File: src/rtl/instruction_memory_streamer_if.sv
// Load stream, status and fetch bus of the instruction memory streamer.
// The master side is the loader/PC; the slave side is the memory.
interface instruction_memory_streamer_if #(
    parameter int NB_DATA    = 32,
    parameter int NB_LOAD    = 8,
    parameter int NB_ADDRESS = 8
);
    logic                  i_clear;
    logic                  i_load_valid;
    logic [NB_LOAD-1:0]    i_load_data;
    logic                  o_load_ready;
    logic                  o_overflow;
    logic [NB_ADDRESS:0]   o_loaded_bytes;
    logic                  o_busy;
    logic [NB_ADDRESS-1:0] i_read_address;
    logic [NB_DATA-1:0]    o_read_instruction;
    logic                  o_misaligned;
    logic                  o_is_program_end;

    modport master (
        output i_clear, i_load_valid, i_load_data, i_read_address,
        input  o_load_ready, o_overflow, o_loaded_bytes, o_busy,
        input  o_read_instruction, o_misaligned, o_is_program_end
    );

    modport slave (
        input  i_clear, i_load_valid, i_load_data, i_read_address,
        output o_load_ready, o_overflow, o_loaded_bytes, o_busy,
        output o_read_instruction, o_misaligned, o_is_program_end
    );
endinterface

File: src/rtl/instruction_memory_streamer.sv
// Instruction memory loaded big-endian from a beat stream, self-cleared by a
// one-word-per-cycle sweep, serving one registered fetch per cycle.
module instruction_memory_streamer #(
    parameter int NB_DATA        = 32,
    parameter int NB_LOAD        = 8,
    parameter int N_INSTRUCTIONS = 64,
    parameter int END_MARGIN     = 3,
    parameter int NB_ADDRESS     = $clog2(N_INSTRUCTIONS*NB_DATA/8)
) (
    input  logic                         i_clock,
    input  logic                         i_reset,
    instruction_memory_streamer_if.slave bus
);
    localparam int BPW            = NB_DATA / NB_LOAD;
    localparam int CAPACITY       = N_INSTRUCTIONS * BPW;
    localparam int NB_PTR         = $clog2(CAPACITY + 1);
    localparam int NB_WORD        = (N_INSTRUCTIONS > 1) ? $clog2(N_INSTRUCTIONS) : 1;
    localparam int NB_LANE        = (BPW > 1) ? $clog2(BPW) : 1;
    localparam int NB_BYTE_OFF    = $clog2(NB_DATA / 8);
    localparam int BYTES_PER_BEAT = NB_LOAD / 8;
    localparam int END_BYTES      = END_MARGIN * NB_DATA / 8;

    typedef enum logic [0:0] {ST_CLEAR = 1'b0, ST_IDLE = 1'b1} state_t;

    state_t              r_state, w_state_next;
    logic [NB_WORD-1:0]  r_sweep, w_sweep_next;
    logic [NB_PTR-1:0]   r_beat_ptr, w_beat_ptr_next;
    logic [NB_ADDRESS:0] r_loaded_bytes, w_loaded_bytes_next;
    logic                r_overflow, w_overflow_next;
    logic                w_full, w_load_ready, w_accept;
    logic [NB_DATA-1:0]  r_mem [N_INSTRUCTIONS];
    logic [NB_WORD-1:0]  w_wr_word, w_rd_word;
    logic [NB_LANE-1:0]  w_wr_lane;
    logic [NB_ADDRESS+1:0] w_end_limit;
    logic                w_misaligned, w_program_end;
    logic [NB_DATA-1:0]  r_read_instruction;
    logic                r_misaligned, r_is_program_end;

    assign w_full       = (r_beat_ptr == NB_PTR'(CAPACITY));
    assign w_load_ready = (r_state == ST_IDLE) && !w_full && !bus.i_clear;
    assign w_accept     = w_load_ready && bus.i_load_valid;
    assign w_wr_word    = NB_WORD'(r_beat_ptr / NB_PTR'(BPW));
    assign w_wr_lane    = NB_LANE'(r_beat_ptr % NB_PTR'(BPW));

    // Fetch decode; the end limit is widened by one bit so it never wraps
    assign w_rd_word     = NB_WORD'(bus.i_read_address >> NB_BYTE_OFF);
    assign w_misaligned  = |(bus.i_read_address & NB_ADDRESS'(NB_DATA/8 - 1));
    assign w_end_limit   = {1'b0, r_loaded_bytes} + (NB_ADDRESS+2)'(END_BYTES);
    assign w_program_end = ({2'b00, bus.i_read_address} >= w_end_limit) ||
                           (w_rd_word == NB_WORD'(N_INSTRUCTIONS - 1));

    // Next-state logic: sweep sequencing, load pointer, overflow flag
    always_comb begin
        w_state_next        = r_state;
        w_sweep_next        = r_sweep;
        w_beat_ptr_next     = r_beat_ptr;
        w_loaded_bytes_next = r_loaded_bytes;
        w_overflow_next     = r_overflow;
        case (r_state)
            ST_CLEAR: begin
                if (r_sweep == NB_WORD'(N_INSTRUCTIONS - 1)) begin
                    w_state_next = ST_IDLE;
                    w_sweep_next = '0;
                end else begin
                    w_sweep_next = r_sweep + 1'b1;
                end
            end
            ST_IDLE: begin
                if (bus.i_clear) begin
                    w_state_next        = ST_CLEAR;
                    w_sweep_next        = '0;
                    w_beat_ptr_next     = '0;
                    w_loaded_bytes_next = '0;
                    w_overflow_next     = 1'b0;
                end else if (w_accept) begin
                    w_beat_ptr_next     = r_beat_ptr + 1'b1;
                    w_loaded_bytes_next = r_loaded_bytes + (NB_ADDRESS+1)'(BYTES_PER_BEAT);
                end else if (bus.i_load_valid && w_full) begin
                    w_overflow_next = 1'b1;
                end else begin
                    w_state_next = ST_IDLE;
                end
            end
            default: begin
                w_state_next = ST_CLEAR;
                w_sweep_next = '0;
            end
        endcase
    end

    // Control state register
    always_ff @(posedge i_clock or negedge i_reset) begin
        if (!i_reset) begin
            r_state        <= ST_CLEAR;
            r_sweep        <= '0;
            r_beat_ptr     <= '0;
            r_loaded_bytes <= '0;
            r_overflow     <= 1'b0;
        end else begin
            r_state        <= w_state_next;
            r_sweep        <= w_sweep_next;
            r_beat_ptr     <= w_beat_ptr_next;
            r_loaded_bytes <= w_loaded_bytes_next;
            r_overflow     <= w_overflow_next;
        end
    end

    // Array write port: zero sweep, or one lane of the current word (lane 0 = MSBs)
    always_ff @(posedge i_clock) begin
        if (r_state == ST_CLEAR) begin
            r_mem[r_sweep] <= '0;
        end else if (w_accept) begin
            for (int l = 0; l < BPW; l++) begin
                if (w_wr_lane == NB_LANE'(l)) begin
                    r_mem[w_wr_word][NB_DATA-1-l*NB_LOAD -: NB_LOAD] <= bus.i_load_data;
                end
            end
        end
    end

    // Registered fetch port; returns pre-write contents on a same-edge write
    always_ff @(posedge i_clock or negedge i_reset) begin
        if (!i_reset) begin
            r_read_instruction <= '0;
            r_misaligned       <= 1'b0;
            r_is_program_end   <= 1'b0;
        end else begin
            r_read_instruction <= r_mem[w_rd_word];
            r_misaligned       <= w_misaligned;
            r_is_program_end   <= w_program_end;
        end
    end

    assign bus.o_load_ready       = w_load_ready;
    assign bus.o_overflow         = r_overflow;
    assign bus.o_loaded_bytes     = r_loaded_bytes;
    assign bus.o_busy             = (r_state == ST_CLEAR);
    assign bus.o_read_instruction = r_read_instruction;
    assign bus.o_misaligned       = r_misaligned;
    assign bus.o_is_program_end   = r_is_program_end;
endmodule
File: src/flat_wrapper.sv
// flat-port wrapper written by rule: the top's interface ports become plain ports
module instruction_memory_streamer_flat 
#(
    parameter int NB_DATA        = 32,
    parameter int NB_LOAD        = 8,
    parameter int N_INSTRUCTIONS = 64,
    parameter int END_MARGIN     = 3,
    parameter int NB_ADDRESS     = $clog2(N_INSTRUCTIONS*NB_DATA/8)
)
  (i_clock, i_reset, bus_i_clear, bus_i_load_valid, bus_i_load_data, bus_i_read_address, bus_o_load_ready, bus_o_overflow, bus_o_loaded_bytes, bus_o_busy, bus_o_read_instruction, bus_o_misaligned, bus_o_is_program_end);
  instruction_memory_streamer_if #(.NB_DATA(NB_DATA), .NB_LOAD(NB_LOAD), .NB_ADDRESS(NB_ADDRESS)) bus_i ();
  input  logic i_clock;
  input  logic i_reset;
  input wire logic [$bits(bus_i.i_clear)-1:0] bus_i_clear;
  input wire logic [$bits(bus_i.i_load_valid)-1:0] bus_i_load_valid;
  input wire logic [$bits(bus_i.i_load_data)-1:0] bus_i_load_data;
  input wire logic [$bits(bus_i.i_read_address)-1:0] bus_i_read_address;
  output wire logic [$bits(bus_i.o_load_ready)-1:0] bus_o_load_ready;
  output wire logic [$bits(bus_i.o_overflow)-1:0] bus_o_overflow;
  output wire logic [$bits(bus_i.o_loaded_bytes)-1:0] bus_o_loaded_bytes;
  output wire logic [$bits(bus_i.o_busy)-1:0] bus_o_busy;
  output wire logic [$bits(bus_i.o_read_instruction)-1:0] bus_o_read_instruction;
  output wire logic [$bits(bus_i.o_misaligned)-1:0] bus_o_misaligned;
  output wire logic [$bits(bus_i.o_is_program_end)-1:0] bus_o_is_program_end;
  assign bus_i.i_clear = bus_i_clear;
  assign bus_i.i_load_valid = bus_i_load_valid;
  assign bus_i.i_load_data = bus_i_load_data;
  assign bus_i.i_read_address = bus_i_read_address;
  assign bus_o_load_ready = bus_i.o_load_ready;
  assign bus_o_overflow = bus_i.o_overflow;
  assign bus_o_loaded_bytes = bus_i.o_loaded_bytes;
  assign bus_o_busy = bus_i.o_busy;
  assign bus_o_read_instruction = bus_i.o_read_instruction;
  assign bus_o_misaligned = bus_i.o_misaligned;
  assign bus_o_is_program_end = bus_i.o_is_program_end;
  instruction_memory_streamer #(.NB_DATA(NB_DATA), .NB_LOAD(NB_LOAD), .N_INSTRUCTIONS(N_INSTRUCTIONS), .END_MARGIN(END_MARGIN), .NB_ADDRESS(NB_ADDRESS)) u_core (.i_clock(i_clock), .i_reset(i_reset), .bus(bus_i));
endmodule
File: config.mk
export PLATFORM = sky130hd
export DESIGN_NAME = instruction_memory_streamer_flat
export DESIGN_NICKNAME = d
export VERILOG_FILES = /design/src/rtl/instruction_memory_streamer_if.sv /design/src/rtl/instruction_memory_streamer.sv /design/src/flat_wrapper.sv
export SDC_FILE = /design/constraint.sdc
export NUM_CORES = 2
export LEC_CHECK = 0
export CAP_MARGIN = 5
export CORE_MARGIN = 8
export CORE_UTILIZATION = 30
export CTS_BUF_LIST = sky130_fd_sc_hd__clkbuf_16
export DETAILED_ROUTE_END_ITERATION = 10
export PLACE_DENSITY = 0.47
export SLEW_MARGIN = 30
export SYNTH_ARGS = -nofsm -noshare
export SYNTH_HDL_FRONTEND = slang
export SYNTH_SLANG_ARGS = --single-unit
File: constraint.sdc
create_clock -name i_clock -period 4.9 [get_ports i_clock]
set_input_delay 1.47 -clock i_clock [delete_from_list [all_inputs] [get_ports i_clock]]
set_output_delay 1.47 -clock i_clock [all_outputs]
set_load 0.03 [all_outputs]
==> summary.md <==
| Metric | Value |
|---|---|
| Starting Density | `0.302` |
| Remaining global-route overflow | `0` |
| Worst path max stage delay | `700 ps` |
| Clock latency on the worst-skew pair | `870 ps` |
| Setup skew after layout | `36.4 ps` |
| Initial antenna violation count | `11` |
| PwrDens | `424 nW/um^2` |
| Level count of the clock H-tree | `4` |
| Register-to-Register Setup Slack | `1070 ps` |
| Number of buffers inserted to repair setup after CTS | `0` |
| Transition time at the pin with the least slew margin | `1010 ps` |
| Data required time of the worst path | `3430 ps` |
| DRC marker count from the first detailed-route iteration | `4113` |
| Unrepaired setup endpoints after global routing | `no` |
| Cell chosen for the clock root | `sky130_fd_sc_hd__clkbuf_16` |
| Die X | `538 um` |
| Async set or reset register ratio after synthesis | `0.0285` |
| Commonest non-fill, non-tap cells in the layout | `2048 x sky130_fd_sc_hd__edfxtp_1, 476 x sky130_fd_sc_hd__buf_4, 400 x sky130_fd_sc_hd__mux4_2, 293 x sky130_fd_sc_hd__mux2i_1, 289 x sky130_fd_sc_hd__nor2_1` |
| Layout cells sized above 1 | `0.273` |
| Pre-antenna DRT Iters | `5` |
| Count of placed standard cells including taps | `7954` |
| Count of placed standard cells in the final layout, fillers left out | `8359` |
| Rel. slew slack | `0.324` |
| Core region area | `271000 sq um` |
| Clock buffer depth | `3` |
| Worst setup EP type | `primary output` |
| Sequential element share of the synthesized area | `0.770` |
| Worst Path Arrival | `2960 ps` |
| Total CTS buffers | `213` |
| Synthesized instance count | `4006` |
| Post-DRT Antenna Nets | `0` |
| Port Buffers | `65` |
| Detailed-route wire length per cell | `28.6 um` |
| EDFF count, synth | `2048` |
| Worst slack at placement | `138 ps` |
| Via count of the first global-routing pass | `43200` |
| Max-cap viol count | `0` |
| Average footprint of a synthesized cell | `20.4 sq um` |
| DIE HEIGHT | `538 um` |
| Count of standard-cell rows | `191` |
| Power share of the combinational group | `0.103` |
| Fin. Hold Viols | `0` |
| Fmax | `0.225 GHz` |
| Post-CTS Hold Buffers | `0` |
| Maximum fanout count along the critical path | `3` |
| Internal Power | `31.3 mW` |
| Number of pins with negative max-slew slack in the final report | `0` |
| Final wirelength | `239000 um` |
| Total Routing Usage GR | `0.160` |
| Io pins | `66` |
| Cells traversed along the worst timing path | `clkdlybuf4s50_1 > nand2b_1 > nor2_1 > clkdlybuf4s50_1` |
| Via-to-Cell Ratio | `5.02` |
| Netlist area before placement | `81800 sq um` |
| Number of flip-flops and latches in the synthesized netlist | `2108` |
| Kind of start point of the critical path | `input pin` |
| Clock input transition at the sequential cells of the worst setup and hold paths | `70 ps` |
| Most common library cell in the layout ignoring fill and taps | `sky130_fd_sc_hd__edfxtp_1` |
| Half-perimeter wire length of the detailed placement result | `153000 um` |
| Via count | `41900` |
| Lkg Pwr | `32.4 nW` |
| Post-CTS sizing | `0` |
| Worst vdd rail ir drop | `0.368 mV` |
| Flop pwr share | `0.501` |
| Final Critical Period | `4430 ps` |
| Switch share | `0.247` |
| Total die area | `290000 sq um` |
| Net count of the finished layout | `4635` |
| Outcome | `finished, final reports clean` |
| Accumulated negative setup slack | `0 ps` |
| Post-route DRC | `0` |
| Period utilization | `0.905` |
| Worst path slowest cell | `sky130_fd_sc_hd__clkdlybuf4s50_1` |
| Wire length of the first global-routing pass | `338000 um` |
| Pin count of the biggest net entering global routing | `101` |
| Yosys synthesis warning count | `0` |
| Most frequent CP cell | `sky130_fd_sc_hd__clkdlybuf4s50_1` |
| TritonCTS clock tree | `built` |
| Portion of total power attributed to the clock network | `0.395` |
| Number of unique standard cell types used by synthesis | `57` |
| Worst path setup slack after routing | `465 ps` |
| Final setup viols | `0` |
| Switching component of the power | `10.2 mW` |
| Main synth FF type | `sky130_fd_sc_hd__edfxtp_1` |
| Post-Syn Nets | `4042` |
| Class of the most critical setup path | `in -> out` |
| Routability Congestion | `0.769` |
| Sinks on the clock net | `2108` |
| Worst hold path class | `reg -> reg` |
| Area growth syn-to-layout | `19.6%` |
==> routing by layer <==
metal,part of all wire,wire (um),up-vias,GRT usage
met1,0.45,107000,22600,0.226
met2,0.48,115000,1284,0.262
met4,0.020,4760,0,0.0373
met5,0,0,-,0
met3,0.051,12100,248,0.0226
li1,-,-,17800,-
==> synthesized netlist by cell type, drive strengths merged (41+ instances only) <==
master | instances | area (sq um)
dfrtp | 60 | 1500
mux4 | 400 | 9010
a21oi | 73 | 365
o22ai | 77 | 482
nand2 | 85 | 324
a22oi | 70 | 526
clkbuf | 71 | 267
o221ai | 41 | 359
buf | 160 | 991
nor2 | 293 | 1100
edfxtp | 2048 | 61500
mux2i | 293 | 2930
==> power by group through the flow <==
stage / sequential [mW] / clock, mW / combinational, mW
after floorplan: 21.1 / 0 / 1.98
after global placement: 21.2 / 0 / 4.36
after detailed placement: 21.2 / 0 / 4.35
after CTS: 20.8 / 16.8 / 4.37
after global routing: 20.9 / 17.4 / 4.50
final: 20.8 / 16.4 / 4.29
==> registers in the layout, summed over array words and instances (netlist names) <==
register and cells:
u_core.bus.o_overflow 1, u_core.r_mem 2048, u_core.r_state 1, u_core.bus.o_misaligned 1, u_core.r_sweep 6, u_core.bus.o_is_program_end 1, u_core.bus.o_read_instruction 32, u_core.bus.o_loaded_bytes 9
u_core.r_beat_ptr 9
==> cells by family (layout without fill, tap and decap cells) <==
kind of cell | count (synthesis) | after routing | synth area share
AND/OR/NAND/NOR | 522 | 522 | 0.0280
adder cells (fa/ha/maj) | 16 | 16 | 0.00245
XOR/XNOR | 17 | 17 | 0.00182
other | 0 | 3 | 0
flip-flops | 2108 | 2108 | 0.770
multiplexers | 694 | 694 | 0.146
AO/OA/AOI/OAI | 410 | 410 | 0.0358
buffers and inverters | 239 | 1019 | 0.0157
==> per-stage QoR <==
stage	utilization	cell area, sq um	total power, mW	hold WS [ps]
finish	0.361	97800	41.5	538
detailed placement	0.335	90800	25.5	520
global route	0.361	97800	42.8	611
global placement	0.335	90800	25.5	521
floorplan	-	81800	23.1	533
CTS	0.361	97800	42.0	557
==> worst paths after layout <==
kind / start / to / cells past startpoint
max: bus_i_clear / bus_o_load_ready / 4
min reg2reg: u_core.bus.o_overflow / u_core.bus.o_overflow / 2
min in group asynchronous: i_reset / u_core.r_sweep[3] / 1
min: u_core.bus.o_overflow / u_core.bus.o_overflow / 2
max reg2reg: u_core.r_beat_ptr[0] / u_core.r_mem[33][2] / 11
max in group asynchronous: i_reset / u_core.bus.o_read_instruction[31] / 2
==> critical path: cells and delay by family <==
| kind | cells | cell delay [ps] |
|---|---|---|
| buffers and inverters | 2 | 1150 |
| and+or+nand+nor | 2 | 340 |
==> cell type report <==
cell class / count / area [sq um]
fill: 25100 / 173000
sequential: 2108 / 63000
multi-input combinational: 1659 / 17700
timing repair buffer: 609 / 5610
clock buffer: 215 / 5380
tap: 3570 / 4470
clock inverter: 187 / 1680
inverter: 8 / 30.0
antenna: 3 / 7.51
No activity file was read; power rests on OpenSTA's default activity.
